### config.mk
export PLATFORM = sky130hd
export DESIGN_NAME = mul_shift_flat
export DESIGN_NICKNAME = d
export VERILOG_FILES = /design/src/rtl/mul_shift_if.sv /design/src/rtl/mul_shift.sv /design/src/flat_wrapper.sv
export SDC_FILE = /design/constraint.sdc
export NUM_CORES = 1
export LEC_CHECK = 0
export BUFFER_PORTS_ARGS = -buffer_cell sky130_fd_sc_hd__buf_2
export CORE_MARGIN = 3
export CORE_UTILIZATION = 45
export DETAILED_ROUTE_END_ITERATION = 6
export GPL_ROUTABILITY_DRIVEN = 0
export PLACE_DENSITY = 0.61
export SETUP_SLACK_MARGIN = 0.02
export SLEW_MARGIN = 20
export SYNTH_ARGS = -nofsm -noshare
export SYNTH_HDL_FRONTEND = slang
export SYNTH_SLANG_ARGS = --single-unit
export TNS_END_PERCENT = 30
### constraint.sdc
create_clock -name clk -period 2.7 [get_ports clk]
set_clock_uncertainty 0.15 [all_clocks]
set_input_delay 0.405 -clock clk [delete_from_list [all_inputs] [get_ports clk]]
set_output_delay 0.405 -clock clk [all_outputs]
set_load 0.05 [all_outputs]
### src/rtl/mul_shift_if.sv
// mul_shift_if: operand/result bundle for the mul_shift multiplier.
//   a_in, b_in  : WIDTH-bit multiplicand and multiplier (master -> slave)
//   x_ready     : one-cycle start strobe (master -> slave)
//   y_out       : 2*WIDTH-bit registered product (slave -> master)
//   y_ready     : one-cycle completion strobe (slave -> master)
//   busy        : high while the multiplier is not idle (slave -> master)
interface mul_shift_if #(
    parameter int WIDTH = 8
);
    logic [WIDTH-1:0]   a_in;
    logic [WIDTH-1:0]   b_in;
    logic               x_ready;
    logic [2*WIDTH-1:0] y_out;
    logic               y_ready;
    logic               busy;

    modport master (
        output a_in, b_in, x_ready,
        input  y_out, y_ready, busy
    );

    modport slave (
        input  a_in, b_in, x_ready,
        output y_out, y_ready, busy
    );
endinterface

### src/rtl/mul_shift.sv
// mul_shift: sequential WIDTH x WIDTH unsigned shift-and-add multiplier.
// One multiplier bit is consumed per clock; the 2*WIDTH-bit product is
// presented on y_out with a one-cycle y_ready strobe and held afterwards.
// Ports:
//   clk         : rising-edge clock
//   rst         : synchronous, active-high reset
//   bus (slave) : a_in, b_in, x_ready in; y_out, y_ready, busy out
// Configuration:
//   MUL_SHIFT_EARLY_TERM_EN : when defined, the iteration loop stops as soon
//   as no multiplier bits remain (minimum one iteration). Products are
//   identical; only latency changes.
module mul_shift #(
    parameter int WIDTH = 8
) (
    input  logic        clk,
    input  logic        rst,
    mul_shift_if.slave  bus
);
    localparam int PW = 2 * WIDTH;
    localparam int CW = (WIDTH > 1) ? $clog2(WIDTH) : 1;

    typedef enum logic [1:0] {
        IDLE,
        CALC,
        DONE
    } state_t;

    state_t          state_q, state_d;
    logic [PW-1:0]   a_q, a_d;
    logic [WIDTH-1:0] b_q, b_d;
    logic [PW-1:0]   acc_q, acc_d;
    logic [CW-1:0]   cnt_q, cnt_d;
    logic [PW-1:0]   y_out_q, y_out_d;
    logic            y_ready_q, y_ready_d;
    logic            busy_q, busy_d;

    logic [PW-1:0]   sum;
    logic            last;

    always_comb begin
        state_d   = state_q;
        a_d       = a_q;
        b_d       = b_q;
        acc_d     = acc_q;
        cnt_d     = cnt_q;
        y_out_d   = y_out_q;
        y_ready_d = y_ready_q;
        busy_d    = busy_q;

        // Accumulator value after this iteration; also the final product
        // when this is the terminating iteration.
        sum  = acc_q + (b_q[0] ? a_q : '0);
        last = (cnt_q == CW'(WIDTH - 1));
`ifdef MUL_SHIFT_EARLY_TERM_EN
        last = last || ((b_q >> 1) == '0);
`else
        last = last;
`endif

        case (state_q)
            IDLE: begin
                y_ready_d = 1'b0;
                busy_d    = 1'b0;
                if (bus.x_ready) begin
                    a_d     = PW'(bus.a_in);
                    b_d     = bus.b_in;
                    acc_d   = '0;
                    cnt_d   = '0;
                    busy_d  = 1'b1;
                    state_d = CALC;
                end
            end
            CALC: begin
                acc_d = sum;
                a_d   = a_q << 1;
                b_d   = b_q >> 1;
                cnt_d = cnt_q + CW'(1);
                if (last) begin
                    y_out_d   = sum;
                    y_ready_d = 1'b1;
                    state_d   = DONE;
                end
            end
            DONE: begin
                y_ready_d = 1'b0;
                busy_d    = 1'b0;
                state_d   = IDLE;
            end
            default: begin
                y_ready_d = 1'b0;
                busy_d    = 1'b0;
                state_d   = IDLE;
            end
        endcase
    end

    always_ff @(posedge clk) begin
        if (rst) begin
            state_q   <= IDLE;
            a_q       <= '0;
            b_q       <= '0;
            acc_q     <= '0;
            cnt_q     <= '0;
            y_out_q   <= '0;
            y_ready_q <= 1'b0;
            busy_q    <= 1'b0;
        end else begin
            state_q   <= state_d;
            a_q       <= a_d;
            b_q       <= b_d;
            acc_q     <= acc_d;
            cnt_q     <= cnt_d;
            y_out_q   <= y_out_d;
            y_ready_q <= y_ready_d;
            busy_q    <= busy_d;
        end
    end

    assign bus.y_out   = y_out_q;
    assign bus.y_ready = y_ready_q;
    assign bus.busy    = busy_q;
endmodule

### src/flat_wrapper.sv
// flat-port wrapper written by rule: the top's interface ports become plain ports
module mul_shift_flat 
#(
    parameter int WIDTH = 8
)
  (clk, rst, bus_a_in, bus_b_in, bus_x_ready, bus_y_out, bus_y_ready, bus_busy);
  mul_shift_if #(.WIDTH(WIDTH)) bus_i ();
  input  logic clk;
  input  logic rst;
  input wire logic [$bits(bus_i.a_in)-1:0] bus_a_in;
  input wire logic [$bits(bus_i.b_in)-1:0] bus_b_in;
  input wire logic [$bits(bus_i.x_ready)-1:0] bus_x_ready;
  output wire logic [$bits(bus_i.y_out)-1:0] bus_y_out;
  output wire logic [$bits(bus_i.y_ready)-1:0] bus_y_ready;
  output wire logic [$bits(bus_i.busy)-1:0] bus_busy;
  assign bus_i.a_in = bus_a_in;
  assign bus_i.b_in = bus_b_in;
  assign bus_i.x_ready = bus_x_ready;
  assign bus_y_out = bus_i.y_out;
  assign bus_y_ready = bus_i.y_ready;
  assign bus_busy = bus_i.busy;
  mul_shift #(.WIDTH(WIDTH)) u_core (.clk(clk), .rst(rst), .bus(bus_i));
endmodule
Word level (Yosys, flattened, before mapping)
Cells that the tools add are included.
{"block": "totals", "wordCells": 35, "inputBits": 19, "regBits": 63}
{"block": "classes", "reduce_logical": 6, "bitwise_logic": 1, "addsub": 2, "eq_ne": 4, "mux": 14}
{"operator": "$pmux 16 s2", "n": 2}
{"operator": "$mux 16", "n": 3}
{"operator": "$add 16x16->16", "n": 1}
{"operator": "$pmux 8 s2", "n": 1}
{"operator": "$mux 8", "n": 1}
{"operator": "$pmux 3 s2", "n": 1}
{"operator": "$reduce_and 2->1", "n": 3}
{"operator": "$mux 2", "n": 2}
{"operator": "$pmux 2 s2", "n": 1}
{"operator": "$add 3x1->3 const B", "n": 1}
{"operator": "$eq 3x3->1 const B", "n": 1}
{"operator": "$mux 3", "n": 1}
{"operator": "$eq 2x1->1 const B", "n": 1}
{"operator": "$logic_not 2->1", "n": 1}
{"operator": "$ne 2x1->1 const B", "n": 1}
{"operator": "$ne 2x2->1 const B", "n": 1}
{"operator": "$pmux 1 s2", "n": 1}
{"operator": "$reduce_bool 2->1", "n": 1}
{"operator": "$reduce_or 2->1", "n": 1}
{"operator": "$mux 1", "n": 1}
{"operator": "$not 1->1", "n": 1}

Logic depth before layout (Yosys ltp)
Gate-level depths: netlist of the first run.
{"block": "logic_depth", "word_depth": 3, "mapped_depth": 10, "depth_no_buf": 9}

Worst setup path before layout of the first run
No wires, ideal clock.
{"block": "synth_path", "kind": "register to register", "startpoint": "register u_core.b_q[0]", "endpoint": "register u_core.y_out_q[15] (netlist: u_core.bus.y_out[15])", "required_time_ns": 2.488, "t_arrival_ns": 2.224, "stages_incl_launch_ff": 11, "path_buffers": 2, "setup_slack_ns": 0.264, "cell_sequence": "dfxtp_1 clkbuf_1 and2_1 ha_1 buf_6 a21o_1 a211o_1 o22ai_1 a21oi_1 or4_1 nand3_1"}
{"block": "synth_between", "elab_chain_len": 2}
{"item": "start, declared", "line_no": "mul_shift.sv:30", "rtl": "logic [WIDTH-1:0] b_q, b_d;"}
{"item": "start signal, assigned", "line_no": "mul_shift.sv:101", "rtl": "b_q <= '0;"}
{"item": "start signal, assigned", "line_no": "mul_shift.sv:110", "rtl": "b_q <= b_d;"}
{"item": "$mux 16", "line_no": "mul_shift.sv:52", "rtl": "sum = acc_q + (b_q[0] ? a_q : '0);"}
{"item": "$add 16x16->16", "line_no": "mul_shift.sv:52"}
{"item": "end signal, assigned", "line_no": "mul_shift.sv:113", "rtl": "y_out_q <= y_out_d;"}
{"item": "end, declared", "line_no": "mul_shift.sv:33", "rtl": "logic [PW-1:0] y_out_q, y_out_d;"}
No other way between the ends.
A chain may end at the register's enable or synchronous reset.

Worst setup path after layout of the first run
{"block": "layout_path", "startpoint": "register u_core.b_q[0]", "endpoint": "register u_core.y_out_q[13] (netlist: u_core.bus.y_out[13])"}
The elaborated chain is that of the path after synthesis.

==> impl_metrics.csv, run 1 <==
group,metric,value,unit
status,status,"finished clean",
synth,synth.area.top_cells,"dfxtp_1 (41%), nand2_1 (7.7%), ha_1 (6.8%), a21oi_1 (5.5%), a22o_1 (5.3%)",
sta,setup_viol,0,
placed_design,post-dp-hpwl,5110,µm
final_layout,diodes,0,
hold_path,hp-class,"input pin to register",
drt,antenna_left,0,
setup_path,cp-start-kind,"register",
synth,ys_ff_latch,63,
setup_path,worstPathArrival,2600,ps
sta,hold_viol,0,
power_and_ir_drop,peakVddDrop,0.254,mV
synth,syn-cell-area,0.00311,mm²
floorplanning,core_area,0.00653,mm²
setup_path,timing.critical_path.mode_cell,"a21oi_1",
synth,postSynthAreaPerCell,8.43,µm²
final_layout,area_growth,15.6,%
drt,via_per_inst,5.57,
final_layout,final_area,0.00360,mm²
drt,drtPass1Iterations,4,
placed_design,io_buffers,36,
sta,relSlewSlack,0.643,
cts,cts_buffer_depth,2,
grt,first_global_vias,2436,
floorplanning,rows,29,
synth,synth_nets,406,
power_and_ir_drop,combPwrFrac,0.073,
cts,cts_setup_buffers,0,
setup_path,path_delay_family,"compound AO/OA/AOI/OAI gates",
synth,yosysTopAreaCell,"dfxtp_1",
cts,clock-sinks,63,
floorplanning,die_h,89.2,µm
grt,grt-busiest-layer,"met2",
floorplanning,die_area,0.00795,mm²
cts,cts_tree,"done",
sta,worst_slack,156,ps
synth,netlist_top_cells_count,"nand2_1 (64), dfxtp_1 (63), a21oi_1 (34), nor2_1 (24), a22o_1 (19)",
sta,hold_slack,151,ps
sta,fmax,0.393,GHz
floorplanning,die_width,89.2,µm
setup_path,slowest_stage,"or3_1",
synth,async_flop_share,0,
final_layout,num-nets-final,439,
power_and_ir_drop,power.leakage,1.55,nW
grt,grt_max_degree,31,
setup_path,critPathMaxFanout,9,
sta,rsz0062_at_grt,"no",
grt,globalRouteTotalUtil,0.191,
cts,ctsHoldBuffers,0,
sta,fin_crit_sh,0.942,
power_and_ir_drop,pwr-share-clk,0.435,
floorplanning,pin_count,37,
grt,met1_usage,0.236,
synth,ys_types,47,
cts,cts_resized,0,
grt,antenna_found_initial,0,
sta,worstMarginPinSlew,534,ps
grt,globalRouteMet3Util,0.0378,
power_and_ir_drop,swShare,0.238,
synth,yosysMostFrequentCell,"nand2_1",
drt,vias,2697,
final_layout,drive_above_1_share,0.167,
setup_path,cp.required,2750,ps
sta,drv_slew,0,
placed_design,pre_cts_ws,138,ps
synth,synth_top_area_frac,0.405,
synth,syn_inst,369,
cts,htree_levels,3,
cts,numCtsBuffers,9,
sta,setup_tns,0,ps
setup_path,cp_cell_sequence,"buf_4 -> and2_1 -> ha_1 -> a21oi_1 -> o21ai_1 -> a221o_1 -> or3_1 -> nand3_1 -> a21oi_1",
cts,insertion_delay,340,ps
cts,clkSlewWorstSetupHoldPaths,60,ps
setup_path,critical_path.endpoint_type,"register",
drt,drc,0,
power_and_ir_drop,p_switching,471,µW
synth,synth_warnings,0,
grt,use_met2,0.317,
setup_path,slowest_delay,380,ps
synth,synth-main-ff-cell,"dfxtp_1",
drt,wl_per_cell,14.7,µm
power_and_ir_drop,powerDensity,549,mW/mm²
power_and_ir_drop,power.internal,1.51,mW
synth,seq_area_frac_synth,0.405,
drt,drt-initial-drc-count,88,
setup_path,crit_type,"register to register",
power_and_ir_drop,power_frac_seq,0.492,
power_and_ir_drop,total_power,1.98,mW
grt,grt_pass1_wl,11600,µm
drt,wl,7140,µm
synth,synth-edff-count,0,
setup_path,cp.buffers_inverters,1,
grt,overflow,0,
flow_run,cap_violations,0,
floorplanning,initial_core_util,0.476,
cts,cts-root-buf,"clkbuf_8",
placed_design,dpl-instance-area,0.00337,mm²
sta,period_minus_slack,2540,ps
[logic make-up (layout without fill, tap and decap cells)]
family / count (synthesis) / count (layout) / synth area share
buffers and inverters: 28 / 66 / 0.0370
xor gates and xnor gates: 12 / 12 / 0.0338
and+or+nand+nor: 138 / 138 / 0.204
adders and majority gates: 18 / 18 / 0.0748
DFF: 63 / 63 / 0.405
AOI/OAI and AO/OA: 110 / 110 / 0.245
[routing by layer]
layer | share of wire | wire length [µm]
met1 | 0.47 | 3320
met2 | 0.47 | 3370
met3 | 0.042 | 298
met4 | 0.020 | 143
met5 | 0 | 0
[flip-flops by register name (all words and copies together) (netlist names)]
name and cells:
u_core.b_q 8, u_core.acc_q 16, u_core.state_q 2, u_core.cnt_q 3, u_core.bus.y_out 16, u_core.a_q 16
u_core.bus.busy 1, u_core.bus.y_ready 1
[through the flow]
stage	util	std cells
2_1_floorplan	-	369
3_3_place_gp	0.516	468
3_5_place_dp	0.516	468
4_1_cts	0.548	484
5_1_grt	0.551	484
6_report	0.551	484
[power groups by stage]
stage          clock, mW  sequential, mW  combinational (mW)
2_1_floorplan          0           0.991              0.0964
3_3_place_gp           0           0.992               0.144
3_5_place_dp           0           0.993               0.146
4_1_cts            0.887           0.971               0.147
5_1_grt            0.920           0.975               0.164
6_report           0.860           0.972               0.144
[layout make-up]
| class | count | area [µm²] |
|---|---|---|
| repair buffers | 46 | 255 |
| fillers | 629 | 2930 |
| inverters | 4 | 15.0 |
| multi-input cells | 278 | 1760 |
| well taps | 77 | 96.3 |
| clock inverters | 3 | 40.0 |
| clock buffers | 13 | 169 |
| flip-flops and latches | 63 | 1260 |
[tightest hold or removal path, stage by stage]
cell and delay (ps):
buf_2 90, nand2_1 50, a21oi_1 50
[worst paths after layout]
path,from,endpoint,slack [ps],cells after the start
max,u_core.b_q[0],u_core.bus.y_out[13],160,9
min,bus_a_in[0],u_core.a_q[0],150,3
max reg2reg,u_core.b_q[0],u_core.bus.y_out[13],160,9
min reg2reg,u_core.acc_q[13],u_core.acc_q[13],300,2
[layout by cell type (no fill, tap or decap), types with 2 or more instances in the layout]
master    count
nor4_1        2
a21oi_1      34
a311oi_1      7
nand2_1      64
nand3b_1      2
ha_1         15
buf_4        10
xor2_1        6
xnor2_1       6
a31oi_1       3
a22oi_1       7
a22o_1       19
clkinv_2      2
nor3b_1       2
o211ai_1      3
and2_1       17
a211oi_1      2
nor3_1        3
clkbuf_8     12
o21bai_1      3
nand3_1      11
a21o_1        3
o21ai_0       6
o21ai_1       4
dfxtp_1      62
o21a_1        6
or3_1         2
nand4_1       3
nor2_1       24
buf_2        36
nor4b_1       2
inv_1         4
ha_2          2
a211o_1       4
Power figures use the tool's default switching activity.
==> run 2: changes to the inputs <==
Settings changed: CELL_PAD_IN_SITES_DETAIL_PLACEMENT set to 1, CELL_PAD_IN_SITES_GLOBAL_PLACEMENT set to 1, CORE_UTILIZATION 45 to 39, PLACE_DENSITY 0.61 to 0.69.
==> impl_metrics.csv, run 2 (synthesized netlist as in run 1, its figures left out) <==
group,metric,value,unit
placed_design,io_buffers,36,
power_and_ir_drop,peakVddDrop,0.288,mV
status,status,"finished clean",
final_layout,final_cells,510,
floorplanning,die_h,95.3,µm
drt,via_per_inst,5.49,
hold_path,hp-class,"input pin to register",
sta,fin_crit_sh,0.941,
final_layout,multi_input_area,0.00175,mm²
cts,ctsHoldBuffers,0,
cts,cts_buffer_depth,2,
sta,period_minus_slack,2540,ps
drt,drt-initial-drc-count,114,
grt,antenna_found_initial,0,
grt,first_global_vias,2974,
setup_path,critPathMaxFanout,9,
cts,insertion_delay,360,ps
final_layout,ff_latch_area,0.00126,mm²
sta,setup_tns,0,ps
final_layout,final_cell_mix,"nand2_1 (63), dfxtp_1 (62), buf_2 (36)",
final_layout,drive_above_1_share,0.178,
cts,numCtsBuffers,9,
final_layout,fillers,920,
cts,clkSlewWorstSetupHoldPaths,70,ps
sta,drv_slew,0,
hold_path,hold_depth,3,
sta,worstMarginPinSlew,591,ps
cts,cts_tree,"done",
floorplanning,initial_core_util,0.416,
sta,rsz0062_at_grt,"yes",
drt,antenna_left,0,
drt,vias,2801,
placed_design,dpl-instance-area,0.00343,mm²
floorplanning,pin_count,37,
final_layout,diodes,0,
drt,drtPass1Iterations,4,
drt,drc,0,
power_and_ir_drop,power.leakage,1.58,nW
final_layout,final_area,0.00364,mm²
setup_path,cp-start-kind,"register",
setup_path,critical_path.endpoint_type,"register",
power_and_ir_drop,power_frac_seq,0.495,
grt,overflow,0,
power_and_ir_drop,pwr-share-clk,0.428,
final_layout,num-nets-final,444,
sta,setup_viol,0,
placed_design,dp.cells,495,
final_layout,area_growth,17.0,%
final_layout,mostFrequentLayoutCell,"nand2_1",
power_and_ir_drop,power.internal,1.47,mW
sta,hold_viol,0,
grt,globalRouteTotalUtil,0.209,
drt,wl,8600,µm
floorplanning,rows,31,
drt,wl_per_cell,16.9,µm
setup_path,cp.required,2800,ps
placed_design,post-dp-hpwl,6300,µm
setup_path,crit_type,"register to register",
power_and_ir_drop,powerDensity,540,mW/mm²
cts,clock-sinks,63,
power_and_ir_drop,p_switching,493,µW
setup_path,r2r_cells,9,
flow_run,cap_violations,0,
cts,htree_levels,3,
sta,relSlewSlack,0.605,
power_and_ir_drop,combPwrFrac,0.078,
sta,fmax,0.394,GHz
floorplanning,die_area,0.00909,mm²
cts,cts-root-buf,"clkbuf_8",
grt,grt_max_degree,33,
floorplanning,core_area,0.00749,mm²
grt,grt_pass1_wl,14500,µm
floorplanning,die_width,95.3,µm
power_and_ir_drop,swShare,0.251,
setup_path,worstPathArrival,2640,ps
[run 2: cell count changes in the layout (fill, tap and decap cells not counted), sizes merged]
cell,previous run,this run
buf,46,51
clkbuf,13,11
clkinv,2,3
[run 2: critical path, stage by stage, from the launching register on]
cell	delay, ps
dfxtp_2	360
buf_4	150
and2_1	150
ha_1	340
a21oi_1	110
o211ai_1	300
nand2_2	140
o31ai_2	370
nor4b_1	100
a211o_1	270
[run 2: repair_timing]
| action | 4_1_cts | 5_1_grt |
|---|---|---|
| endpoints found under the setup margin | 0 | 11 |
| gates resized for setup | 0 | 4 |
| setup buffers | 0 | 0 |
[run 2: worst paths after layout]
kind / from / endpoint / slack [ps]
worst max-delay path: u_core.b_q[0] / u_core.bus.y_out[14] / 160
worst min-delay path: bus_a_in[0] / u_core.a_q[0] / 140
worst max register to register: u_core.b_q[0] / u_core.bus.y_out[14] / 160
worst min register to register: u_core.bus.y_out[4] / u_core.bus.y_out[4] / 300
[run 2: final cells by class]
class                           instances  area share
Clock inverter                          4      0.0124
Timing Repair Buffer                   51      0.0804
Tap cell                               99      0.0340
Clock buffer                           11      0.0416
Multi-Input combinational cell        278       0.481
Sequential cell                        63       0.347
Inverter                                4     0.00412
[run 2: through the flow]
step / utilization / power (mW) / hold WS (ps) / setup slack (ps)
2_1_floorplan: - / 1.09 / 272 / 264
3_3_place_gp: 0.459 / 1.14 / 292 / 151
3_5_place_dp: 0.459 / 1.15 / 298 / 88.7
4_1_cts: 0.485 / 1.99 / 132 / 85.8
5_1_grt: 0.486 / 2.05 / 142 / 1.59
6_report: 0.486 / 1.97 / 142 / 160
[run 2: per-layer routing]
metal	vias to the layer above	wire [µm]	global-route usage
met1	1357	3940	0.255
met3	13	229	0.0426
met5	-	0	0
met2	37	4230	0.354
met4	0	204	0.0925
li1	1394	-	-
[run 2: power by group through the flow]
| stage | clock (mW) | sequential [mW] | combinational (mW) |
|---|---|---|---|
| global placement | 0 | 0.994 | 0.148 |
| floorplan | 0 | 0.991 | 0.0964 |
| CTS | 0.861 | 0.973 | 0.155 |
| global route | 0.903 | 0.977 | 0.174 |
| finish | 0.841 | 0.973 | 0.153 |
| detailed placement | 0 | 0.994 | 0.154 |
